## config.mk

```make
export PLATFORM = sky130hd
export DESIGN_NAME = rf_write_arbiter
export DESIGN_NICKNAME = d
export VERILOG_FILES = /design/src/rtl/rf_arb_pkg.sv /design/src/rtl/rf_onehot_dec.sv /design/src/rtl/rf_write_arbiter.sv
export SDC_FILE = /design/constraint.sdc
export NUM_CORES = 1
export LEC_CHECK = 0
export ABC_AREA = 1
export ABC_CLOCK_PERIOD_IN_PS = 1150
export CAP_MARGIN = 40
export CORE_ASPECT_RATIO = 1.25
export CORE_UTILIZATION = 44
export CTS_BUF_LIST = sky130_fd_sc_hd__clkbuf_8
export CTS_CLUSTER_DIAMETER = 200
export DETAILED_ROUTE_END_ITERATION = 10
export PLACE_DENSITY = 0.8
export SYNTH_ARGS = -nofsm -noshare
export SYNTH_HDL_FRONTEND = slang
export SYNTH_SLANG_ARGS = --single-unit
export TNS_END_PERCENT = 100
```

## constraint.sdc

```tcl
create_clock -name clk -period 1.15 [get_ports clk]
set_input_delay 0.23 -clock clk [delete_from_list [all_inputs] [get_ports clk]]
set_output_delay 0.23 -clock clk [all_outputs]
set_load 0.1 [all_outputs]
```

## src/rtl/rf_arb_pkg.sv

```systemverilog
// Shared definitions for the register-file write arbiter: FSM state
// encoding, register-file geometry and a small state helper.
package rf_arb_pkg;

   localparam int RF_DEPTH = 8;
   localparam int RF_AW    = 3;
   localparam int RF_DW    = 8;

   typedef enum logic [1:0] {
      ST_IDLE   = 2'd0,
      ST_WR0    = 2'd1,
      ST_WR1_LO = 2'd2,
      ST_WR1_HI = 2'd3
   } rf_arb_state_e;

   // The high-byte cycle is already committed when we are in WR1_LO, so
   // that is the only state in which a new request cannot be taken.
   function automatic logic can_arbitrate(rf_arb_state_e s);
      return (s != ST_WR1_LO);
   endfunction

endpackage

```

## src/rtl/rf_onehot_dec.sv

```systemverilog
// 3-to-8 one-hot decoder with enable; drives the register-file write
// enables so at most one register is written per cycle.
module rf_onehot_dec
   import rf_arb_pkg::*;
(
   input  logic                en_i,
   input  logic [RF_AW-1:0]    addr_i,
   output logic [RF_DEPTH-1:0] onehot_o
);

   // Single bit set at addr_i when enabled, all zeros otherwise.
   always_comb begin
      onehot_o = '0;
      if (en_i) begin
         onehot_o[addr_i] = 1'b1;
      end
   end

endmodule

```

## src/rtl/rf_write_arbiter.sv

```systemverilog
// Round-robin write arbiter for an 8x8 register file shared by an ALU
// (one byte per write) and a multiplier (two bytes on consecutive cycles).
// Optional feature: define RF_ARB_COLLISION_CNT_EN to add the saturating
// coll_cnt output counting grants issued while both requesters were active.
//
// Handshake: a transfer happens in any cycle where reqN and gntN are both
// high; gnt is combinational from the state, both reqs and the priority
// pointer, and addr/data are captured on that same rising edge. A req that
// stays high after its grant is simply a new request.
module rf_write_arbiter
   import rf_arb_pkg::*;
(
   input  logic                  clk,
   input  logic                  reset,
   input  logic                  req0,
   input  logic [RF_AW-1:0]      addr0,
   input  logic [RF_DW-1:0]      data0,
   output logic                  gnt0,
   input  logic                  req1,
   input  logic [RF_AW-1:0]      addr1,
   input  logic [2*RF_DW-1:0]    data1,
   output logic                  gnt1,
   output logic [RF_DEPTH-1:0]   rf_en,
   output logic [RF_DW-1:0]      rf_wdata,
   output logic                  busy,
   output rf_arb_state_e         state_o
`ifdef RF_ARB_COLLISION_CNT_EN
   ,
   output logic [7:0]            coll_cnt
`endif
);

   rf_arb_state_e        state_q;
   logic                 ptr_q;       // 0: req0 wins a tie, 1: req1 wins a tie
   logic [RF_AW-1:0]     addr0_q;
   logic [RF_DW-1:0]     data0_q;
   logic [RF_AW-1:0]     addr1_q;
   logic [2*RF_DW-1:0]   data1_q;

   logic                 wr_en;
   logic [RF_AW-1:0]     wr_addr;
   logic                 arb_ok;

   // Grant generation: only in arbitration states, one winner, ties by pointer.
   always_comb begin
      arb_ok = can_arbitrate(state_q) && !reset;
      gnt0   = arb_ok && req0 && (!req1 || !ptr_q);
      gnt1   = arb_ok && req1 && (!req0 ||  ptr_q);
   end

   // FSM, tie pointer and captured write operands.
   always_ff @(posedge clk) begin
      if (reset) begin
         state_q <= ST_IDLE;
         ptr_q   <= 1'b0;
         addr0_q <= '0;
         data0_q <= '0;
         addr1_q <= '0;
         data1_q <= '0;
      end else if (gnt0) begin
         state_q <= ST_WR0;
         ptr_q   <= 1'b1;
         addr0_q <= addr0;
         data0_q <= data0;
      end else if (gnt1) begin
         state_q <= ST_WR1_LO;
         ptr_q   <= 1'b0;
         addr1_q <= addr1;
         data1_q <= data1;
      end else if (state_q == ST_WR1_LO) begin
         state_q <= ST_WR1_HI;
      end else begin
         state_q <= ST_IDLE;
      end
   end

   // Write-port selection from the current state; silenced during reset.
   always_comb begin
      wr_en    = 1'b0;
      wr_addr  = '0;
      rf_wdata = '0;
      case (state_q)
         ST_WR0: begin
            wr_en    = 1'b1;
            wr_addr  = addr0_q;
            rf_wdata = data0_q;
         end
         ST_WR1_LO: begin
            wr_en    = 1'b1;
            wr_addr  = addr1_q;
            rf_wdata = data1_q[RF_DW-1:0];
         end
         ST_WR1_HI: begin
            wr_en    = 1'b1;
            wr_addr  = addr1_q + RF_AW'(1);   // wraps 7 -> 0
            rf_wdata = data1_q[2*RF_DW-1:RF_DW];
         end
         default: begin
            wr_en    = 1'b0;
         end
      endcase
      if (reset) begin
         wr_en    = 1'b0;
         rf_wdata = '0;
      end
   end

   rf_onehot_dec u_dec (
      .en_i     (wr_en),
      .addr_i   (wr_addr),
      .onehot_o (rf_en)
   );

   assign busy    = (state_q != ST_IDLE);
   assign state_o = state_q;

`ifdef RF_ARB_COLLISION_CNT_EN
   logic [7:0] coll_q;

   // Count grants made while both requesters contended, saturating at 255.
   always_ff @(posedge clk) begin
      if (reset) begin
         coll_q <= '0;
      end else if ((gnt0 || gnt1) && req0 && req1 && (coll_q != 8'hFF)) begin
         coll_q <= coll_q + 8'd1;
      end
   end

   assign coll_cnt = coll_q;
`endif

endmodule

```

==> flow_summary.toml <==
[status]
outcome = "complete, but fails checks"
violations = "setup timing"

[timing]
fin_ws_ps = -799
hold_violations = 0
setup_viol = 54
fin_setup_tns_ps = -23840
maxSlewHeadroom_pct = 81.3
max_freq_ghz = 0.513
fin_crit_sh_pct = 169
rsz0062_at_grt = "yes"
post-route-min-period_ps = 1950
drv_slew = 0
worst_pin_slew_ps = 279
fin_skew_ps = 10.5

[global_routing]
grt_first_pass_wirelength_mm = 11.5
grt_max_degree = 21
grt_overflow_total = 0
grt_pass1_vias = 2288
antenna_found_initial = 0
track_usage_pct = 36.1

[clock_network]
root_buffer = "clkbuf_8"
worst_setup_hold_path_clk_slew_ps = 70
clock-sinks = 33
clk_latency_ps = 290
cts_tree = "built"
cts_hold_buf = 0
cts_buffers = 5
h-tree-depth = 2
clk_path_buf_depth = 2

[setup_path]
cp-start-kind = "flop"
r2r-end = "data0_q[1]$_SDFFE_PP0P_"
worstPathMaxFanout = 8
r2r_cells = 9
crit_type = "reg2out"
reg2reg_slack_ps = -420
cp.required_ps = 920
crit-reg2reg-launch = "state_o[1]$_SDFF_PP0_"
cp-end-kind = "output port"
crit_arrival_ps = 1720

[detailed_routing]
ant_nets = 0
vias_per_cell = 5.78
first_iter_violations = 270
first_pass_iters = 6
routed_wl_mm = 8.60
avgRoutedWirePerCell_um = 20.4
dr_total_vias = 2434
route.detailed.drc = 0

[run]
max-cap-violations = 0

[yosys]
ys.flop_type = "dfxtp_1"
ys_seq_area_share_pct = 36.9
syn_area_um2 = 1790
synth_area_leaders = "dfxtp_1 37%, nand2_1 15%, nor2_1 11%"
synth_common_cells = "72 x nand2_1, 51 x nor2_1, 41 x inv_1"
yosysWarnings = 0
synthArstFlopShare_pct = 0
synth_seq_cells = 33
synth_nets = 311
yosysUniqueCellTypes = 25
synth_top_area_share_pct = 36.9
synth_area_per_cell_um2 = 6.49
yosysMostFrequentCell = "nand2_1"
synthCells = 276
synth_top_cell_by_area = "dfxtp_1"
synth-edff-count = 0

[min_path]
min_from = "reset"
hp-class = "in2reg"
whs_path_depth = 3
hold_end = "state_o[0]$_SDFF_PP0_"

[final_layout]
fin_util_pct = 89.6
diodes = 0
drive_gt1_share_pct = 39.0
area_growth_pct = 92.3
layout.nets = 401
stdcell_area_um2 = 3450

[place]
placed_cell_area_um2 = 2830
port_buffers = 54
gp_congestion = 0.878
place_ws_ps = -556
dp_hpwl_mm = 3.48

[floorplanning]
start_util_pct = 46.6
io_pins = 55
fp.coreArea_um2 = 3850
dieArea_um2 = 4330
rows = 25
die_h_um = 73.3
die_w_um = 59.1

[power_and_ir_drop]
power.leakage_nw = 1.44
max-vdd-ir-drop_v = 0.00106
powerDensity_nw_per_um2 = 1030
p_total_mw = 3.55
[critical path, cell delays in order (launching register included)]
cell and delay [ps]:
dfxtp_4 420, buf_6 130, nand2_4 50, buf_6 130, o211ai_1 240, nand2_1 180
clkinvlp_4 120, buf_12 170
[worst max path at each step]
stage / slack (ps) / start / to
final: -800 / state_o[0]$_SDFF_PP0_ / rf_wdata[2]
after global placement: -520 / reset / rf_en[0]
after global routing: -830 / state_o[0]$_SDFF_PP0_ / rf_wdata[2]
after floorplan: -930 / state_o[0]$_SDFF_PP0_ / rf_en[1]
after CTS: -710 / addr1_q[1]$_SDFFE_PP0P_ / rf_en[0]
after detailed placement: -560 / reset / rf_en[0]
[cells in the final DEF (no fill, tap or decap), drive strengths merged]
cell	count
nand2	77
nor2	52
bufinv	1
nand3	12
inv	37
clkinvlp	9
clkdlybuf4s50	32
clkbuf	6
ha	1
clkinv	3
o21ai	9
dlymetal6s2s	1
or2	1
dfxtp	33
nand4	20
a21oi	4
o211ai	8
buf	61
[repair_timing]
| action | in CTS | in global routing |
|---|---|---|
| endpoints found under the setup margin | 54 | 54 |
| pin swaps | 18 | 17 |
| setup buffers | 12 | 3 |
| cloned | 6 | 1 |
| gates resized for setup | 65 | 31 |
[power by group]
group | internal, mW | switching (mW) | leakage, nW | total, mW
clock | 0.649 | 0.477 | 0.0543 | 1.13
combinational | 0.486 | 0.630 | 1.11 | 1.12
sequential | 1.23 | 0.0818 | 0.274 | 1.31
[area by class of cell]
cell class | instances | area, µm²
multi-input cells | 184 | 1140
inverters | 46 | 220
clock inverters | 3 | 46.3
repair inverters | 1 | 8.76
well taps | 54 | 67.6
repair buffers | 95 | 1220
fillers | 167 | 402
clock buffers | 5 | 68.8
flip-flops and latches | 33 | 673
[metal layers]
layer / routed length [µm] / part of all wire, % / GRT usage (%) / vias to the layer above
li1: - / - / - / 1042
met2: 4390 / 51 / 63.4 / 205
met4: 482 / 5.6 / 19.0 / 0
met1: 3000 / 35 / 40.5 / 1125
met5: 0 / 0 / 0 / -
met3: 733 / 8.5 / 7.04 / 62
[kinds of logic (layout without fill, tap and decap cells)]
family,count (synthesis),in the layout,synth area share (%)
adders and majority gates,1,1,0.698
AOI/OAI and AO/OA,21,21,7.61
and+or+nand+nor,161,162,39.0
buffers and inverters,60,150,15.8
DFF,33,33,36.9
[per-stage QoR]
step	instances	hold WS (ps)
detailed placement	396	458
global placement	396	455
floorplan	276	289
global route	421	448
CTS	421	473
finish	421	449
[flip-flops by register name, indices dropped and copies added, names as in the netlist]
signal	flops
data1_q	16
data0_q	8
ptr_q	1
addr1_q	3
addr0_q	3
state_o	2
Note: power is estimated with default switching activity, not from simulation.
